File: src/rtl/pipeline_reg_if_id_skid.sv
// IF/ID pipeline register with a 2-entry skid buffer (main + skid).
//
// The main entry drives decode. The skid entry catches the word accepted in the
// cycle that decode stalls. Because in_ready comes straight from a flop, it has
// no combinational path from out_ready. Flush kills both entries and inserts a
// NOP bubble.
//
// Optional feature: define IF_ID_PERF_EN to add saturating stall/flush counters.
//
// Ports:
//   clk, rst             rising-edge clock, asynchronous active-high reset
//   pcIn, instrIn        fetch payload, qualified by in_valid
//   in_valid, in_ready   fetch-side handshake (in_ready = !skid_valid)
//   flush                synchronous kill of held entries (redirect)
//   pcOut, instrOut      decode payload; instrOut = NOP_INSTR when !out_valid
//   out_valid, out_ready decode-side handshake (out_ready low = hazard stall)
//   stall_cnt, flush_cnt performance counters (IF_ID_PERF_EN only)

module pipeline_reg_if_id_skid #(
    parameter int unsigned         PC_W      = 32,
    parameter int unsigned         INSTR_W   = 32,
    parameter logic [INSTR_W-1:0]  NOP_INSTR = INSTR_W'(32'h0000_0013)
) (
    input  logic               clk,
    input  logic               rst,
    input  logic [PC_W-1:0]    pcIn,
    input  logic [INSTR_W-1:0] instrIn,
    input  logic               in_valid,
    output logic               in_ready,
    input  logic               flush,
    output logic [PC_W-1:0]    pcOut,
    output logic [INSTR_W-1:0] instrOut,
    output logic               out_valid,
    input  logic               out_ready
`ifdef IF_ID_PERF_EN
    ,
    output logic [31:0]        stall_cnt,
    output logic [31:0]        flush_cnt
`endif
);

    logic [PC_W-1:0]    pc_q, pc_d;
    logic [INSTR_W-1:0] instr_q, instr_d;
    logic               out_valid_q, out_valid_d;
    logic [PC_W-1:0]    skid_pc_q, skid_pc_d;
    logic [INSTR_W-1:0] skid_instr_q, skid_instr_d;
    logic               skid_valid_q, skid_valid_d;

    logic accept;
    logic drain;

    assign accept = in_valid & ~skid_valid_q;
    assign drain  = ~out_valid_q | out_ready;

    always_comb begin
        pc_d         = pc_q;
        instr_d      = instr_q;
        out_valid_d  = out_valid_q;
        skid_pc_d    = skid_pc_q;
        skid_instr_d = skid_instr_q;
        skid_valid_d = skid_valid_q;

        if (flush) begin
            pc_d         = '0;
            instr_d      = NOP_INSTR;
            out_valid_d  = 1'b0;
            skid_valid_d = 1'b0;
        end else if (drain) begin
            if (skid_valid_q) begin
                // in_ready is low while the skid is full, so nothing is accepted here.
                pc_d         = skid_pc_q;
                instr_d      = skid_instr_q;
                out_valid_d  = 1'b1;
                skid_valid_d = 1'b0;
            end else if (accept) begin
                pc_d        = pcIn;
                instr_d     = instrIn;
                out_valid_d = 1'b1;
            end else begin
                // Bubble: pcOut keeps its last value, only the instruction becomes a NOP.
                instr_d     = NOP_INSTR;
                out_valid_d = 1'b0;
            end
        end else if (accept) begin
            skid_pc_d    = pcIn;
            skid_instr_d = instrIn;
            skid_valid_d = 1'b1;
        end
    end

    always_ff @(posedge clk or posedge rst) begin
        if (rst) begin
            pc_q         <= '0;
            instr_q      <= NOP_INSTR;
            out_valid_q  <= 1'b0;
            skid_pc_q    <= '0;
            skid_instr_q <= '0;
            skid_valid_q <= 1'b0;
        end else begin
            pc_q         <= pc_d;
            instr_q      <= instr_d;
            out_valid_q  <= out_valid_d;
            skid_pc_q    <= skid_pc_d;
            skid_instr_q <= skid_instr_d;
            skid_valid_q <= skid_valid_d;
        end
    end

    assign pcOut     = pc_q;
    assign instrOut  = instr_q;
    assign out_valid = out_valid_q;
    assign in_ready  = ~skid_valid_q;

`ifdef IF_ID_PERF_EN
    logic [31:0] stall_cnt_q, stall_cnt_d;
    logic [31:0] flush_cnt_q, flush_cnt_d;

    always_comb begin
        stall_cnt_d = stall_cnt_q;
        flush_cnt_d = flush_cnt_q;
        if (out_valid_q && !out_ready && (stall_cnt_q != 32'hFFFF_FFFF)) begin
            stall_cnt_d = stall_cnt_q + 32'd1;
        end
        if (flush && (flush_cnt_q != 32'hFFFF_FFFF)) begin
            flush_cnt_d = flush_cnt_q + 32'd1;
        end
    end

    always_ff @(posedge clk or posedge rst) begin
        if (rst) begin
            stall_cnt_q <= '0;
            flush_cnt_q <= '0;
        end else begin
            stall_cnt_q <= stall_cnt_d;
            flush_cnt_q <= flush_cnt_d;
        end
    end

    assign stall_cnt = stall_cnt_q;
    assign flush_cnt = flush_cnt_q;
`endif

endmodule

File: config.mk
export PLATFORM = sky130hd
export DESIGN_NAME = pipeline_reg_if_id_skid
export DESIGN_NICKNAME = d
export VERILOG_FILES = /design/src/rtl/pipeline_reg_if_id_skid.sv
export SDC_FILE = /design/constraint.sdc
export NUM_CORES = 1
export LEC_CHECK = 0
export ABC_AREA = 1
export CAP_MARGIN = 20
export CORE_MARGIN = 5
export CORE_UTILIZATION = 44
export CTS_BUF_LIST = sky130_fd_sc_hd__clkbuf_8 sky130_fd_sc_hd__clkbuf_16
export CTS_CLUSTER_SIZE = 25
export DETAILED_ROUTE_END_ITERATION = 10
export PLACE_DENSITY = 0.71
export SYNTH_ARGS = -nofsm -noshare
export SYNTH_HDL_FRONTEND = slang
export SYNTH_SLANG_ARGS = --single-unit
File: constraint.sdc
create_clock -name clk -period 7.2 [get_ports clk]
set_input_delay 1.08 -clock clk [delete_from_list [all_inputs] [get_ports clk]]
set_output_delay 1.08 -clock clk [all_outputs]
set_load 0.03 [all_outputs]
==> results.txt <==
- Status: finished, final reports clean
- Register bit total from synthesis: 130
* Std-Cell Rows: 42
* Library cell appearing most often on the critical path: nand2_1
- Entering global routing, the biggest net connects 77 pins.
- FF-to-FF Start: skid_valid_q$_DFFE_PP0P_
- The final layout contains 963 nets.
* Cell types occupying the most area after synthesis: dfrtp_1 (53%), nand2_1 (26%), nand3_1 (13%)
* Reg2reg path depth: 6
* Detailed placement HPWL: 9490 um
- Critical Setup Path Class: in2reg
* Post-synthesis instance total: 786
- Accumulated negative setup slack: 0 ns
- The analysis attributes to cell leakage a power of 0.00419 uW.
- Count of unique library cells instantiated by Yosys: 16
* Fraction of layout instances using a drive strength above 1: 6.73%
- CP bufs+invs: 3
- The tightest min-delay check is of the reg2reg type.
- Clock edge transition at the registers on the reported setup and hold paths: 0.06 ns
- In this run the worst setup path begins at flush.
* Overall Global Routing Usage: 20.9%
- Endpoint of the worst register-to-register path: pcOut[5]$_DFFE_PP0P_
- Top-Level Pins: 135
- Initial antenna violation count: 0
* Highest clock frequency the design can meet: 315 MHz
- For the worst setup path, the data required time is 7.51 ns.
* End point of the worst hold path: skid_pc_q[8]$_DFFE_PP0P_
- The via count of the first global-routing pass came to 5244.
- Min cycle time layout: 3.17 ns
* Count of max-cap constraint violations: 0
* Number of H-tree levels: 4
* TritonCTS clock tree: yes
- Type of element capturing the critical path: flop
* RSZ-0062 raised after global routing: false
- Mux contribution to synthesized area: 0%
* Worst stage delay on the critical path: 0.62 ns
* Global-route wire length before repair: 27200 um
- After synthesis, the largest area contributor takes up 52.7% of total cell area.
* Compound-cell area share of the yosys netlist: 0.0830%
- Clock tree synthesis inserted a total of 17 buffers.
- The average instance in the mapped netlist occupies 7.67 sq um.
- Number of routed nets with antenna violations: 0
- Hold buffers post-CTS: 0
* Die Wd: 127 um
- The longest clock path from root to sink contains 2 buffers.
* Latest clock arrival within the worst-skew pair: 0.42 ns
- Final worst-path cycle share: 44.1%
- The count of final max-slew check failures was 0.
* Clock root cell: clkbuf_16
* Routed wire length: 16300 um
* Fraction of the mapped netlist area in simple logic gates: 40.5%
- Number of instances on the worst hold path: 2
- Summing every instance area after synthesis gives 6030 sq um.
- In the routed layout, each cell is associated on average with a via count of 5.02.
- Die Height: 127 um
- Sequential fraction of the synthesis area: 54.0%
- # Post-CTS Setup Buffers: 0
* IR drop worst, VDD: 0.000179 V
- Summing the areas of all xor and xnor instances in the mapped netlist gives 0% of the synthesized area.
- Number of failing hold endpoints at the final stage: 0
- Worst path arrival time: 3.49 ns
- The signal on the critical path passes through clkdlybuf4s50_1 > inv_2 > nand3_2 > buf_4 > nand2_1 > nand2_1.
- Startpoint of the tightest hold check path: skid_pc_q[8]$_DFFE_PP0P_
- Final weighted congestion of routability-driven global placement: 0.737
- Pwr Density: 255 nW/um^2
- After synthesis, the largest family of logic cells by area is simple AND/OR/NAND/NOR gates.
* Starting DRC count in detailed routing: 481
- The clock arrives with 0.00920 ns of skew.
- Effective utilization at floorplan: 45.2%
* Post-cts repair resize count: 0
- Grouping stages by cell kind, the critical path spends the most delay in buffers and inverters.
* Growth of design area from synthesis to finish: 32.5%
- The floorplan step defined a die boundary enclosing 16100 sq um.
- Setup slack of the worst register-to-register path: 4.79 ns
- Synthesized net count: 855
- After Yosys synthesis, full adders, half adders and majority gates account for 0% of the synthesized area.
* GRT Residual Overflow: 0
* Core Region: 13300 sq um
- Crit-path max FO: 37
* Setup crit start kind: input pin
- Iteration count of the initial detailed-routing pass: 5
- Setup ws final: 4.03 ns
* Number of endpoints failing setup at the final stage: 0
- For this run, the number of Yosys warnings is 0.
* Library cell contributing the largest single delay on the critical path: nand3_2
- After detailed routing, the number of remaining DRC violations is 0.
* ANT cells: 0
- Clock tree synthesis found a total of 130 sinks.
- Prior to clock tree synthesis, the placed netlist has a worst setup slack of 3.55 ns.
- Dividing the detail-routed wire length by the instance count gives 15.1 um.
* Worst-case headroom to the max-slew limit: 41.4%
* I/O Buffers: 134
* Most area-hungry cell type in the Yosys netlist: dfrtp_1
- Summing over every cut layer, the via total after detailed routing is 5441.
- At the pin with the least slew margin, the transition time is 0.880 ns.
where the power goes:
| part | internal, uW | switching (uW) | total [uW] |
|---|---|---|---|
| combinational | 129 | 188 | 317 |
| sequential | 838 | 58.3 | 897 |
| clock | 505 | 313 | 818 |
cells by family after synthesis:
family	after synthesis
AO/OA/AOI/OAI	1
AND/OR/NAND/NOR	588
flip-flops	130
buffers and inverters	67
layer usage:
layer / vias to the layer above / wire length (um) / GRT usage, %
li1: 2701 / - / -
met1: 2550 / 7400 / 28.9
met2: 181 / 7500 / 31.8
met3: 9 / 1320 / 6.84
met4: 0 / 114 / 5.49
met5: - / 0 / 0
flip-flops by register name, indices dropped and copies added (netlist names):
register      flops
skid_instr_q     32
instrOut         32
out_valid         1
pcOut            32
skid_pc_q        32
skid_valid_q      1
stage by stage:
step / util [%] / instances / hold WS [ns] / area [sq um] / power, uW
after floorplan: - / 786 / 0.434 / 6030 / 1090
after global placement: 55.4 / 1050 / 0.450 / 7390 / 1220
after detailed placement: 55.4 / 1050 / 0.458 / 7390 / 1220
after CTS: 59.6 / 1082 / 0.472 / 7960 / 2050
after global routing: 59.8 / 1083 / 0.489 / 7990 / 2130
final: 59.8 / 1083 / 0.468 / 7990 / 2030
worst max-delay path by stage:
stage	to	slack [ns]	cells past startpoint
global route	skid_instr_q[23]$_DFFE_PP0P_	3.78	6
global placement	skid_pc_q[5]$_DFFE_PP0P_	3.62	6
CTS	skid_pc_q[5]$_DFFE_PP0P_	4.00	6
detailed placement	skid_instr_q[2]$_DFFE_PP0P_	3.55	6
floorplan	instrOut[10]$_DFFE_PP0P_	2.66	1
finish	skid_pc_q[5]$_DFFE_PP0P_	4.03	6
synth_stat cells:
cell	instances
buf_1	5
buf_2	33
buf_4	8
clkbuf_1	9
dfrtp_1	127
dfstp_2	3
inv_1	9
inv_2	3
nand2_1	416
nand3_1	160
nand3_2	2
nor2_1	3
nor2_2	3
nor2_4	1
o21ai_0	1
or2_2	3
final cells by class:
cell class	count	area, sq um
flip-flops and latches	130	3260
well taps	176	220
repair buffers	144	1440
multi-input cells	589	2450
clock buffers	21	480
clock inverters	11	85.1
fillers	1228	5360
inverters	12	50.0
cells in the final DEF (no fill, tap or decap), types with 2 or more instances in the layout:
master           instances
nor2_2                   3
inv_1                    7
clkdlybuf4s50_1        134
dfrtp_1                126
nor2_1                   2
nand3_2                  2
or2_2                    3
clkinvlp_4               2
dfstp_2                  3
clkbuf_8                 4
nor2_4                   2
nand2_1                416
clkinv_2                 8
nand3_1                160
clkbuf_16               17
inv_2                    4
buf_4                    9
worst reg2reg max path, stage by stage, from the launching register on:
cell	delay (ns)
dfrtp_2	0.36
buf_4	0.58
nor2_1	0.21
nor2_2	0.66
buf_4	0.35
nand3_1	0.10
nand2_1	0.09
(Power assumes the default switching activity.)
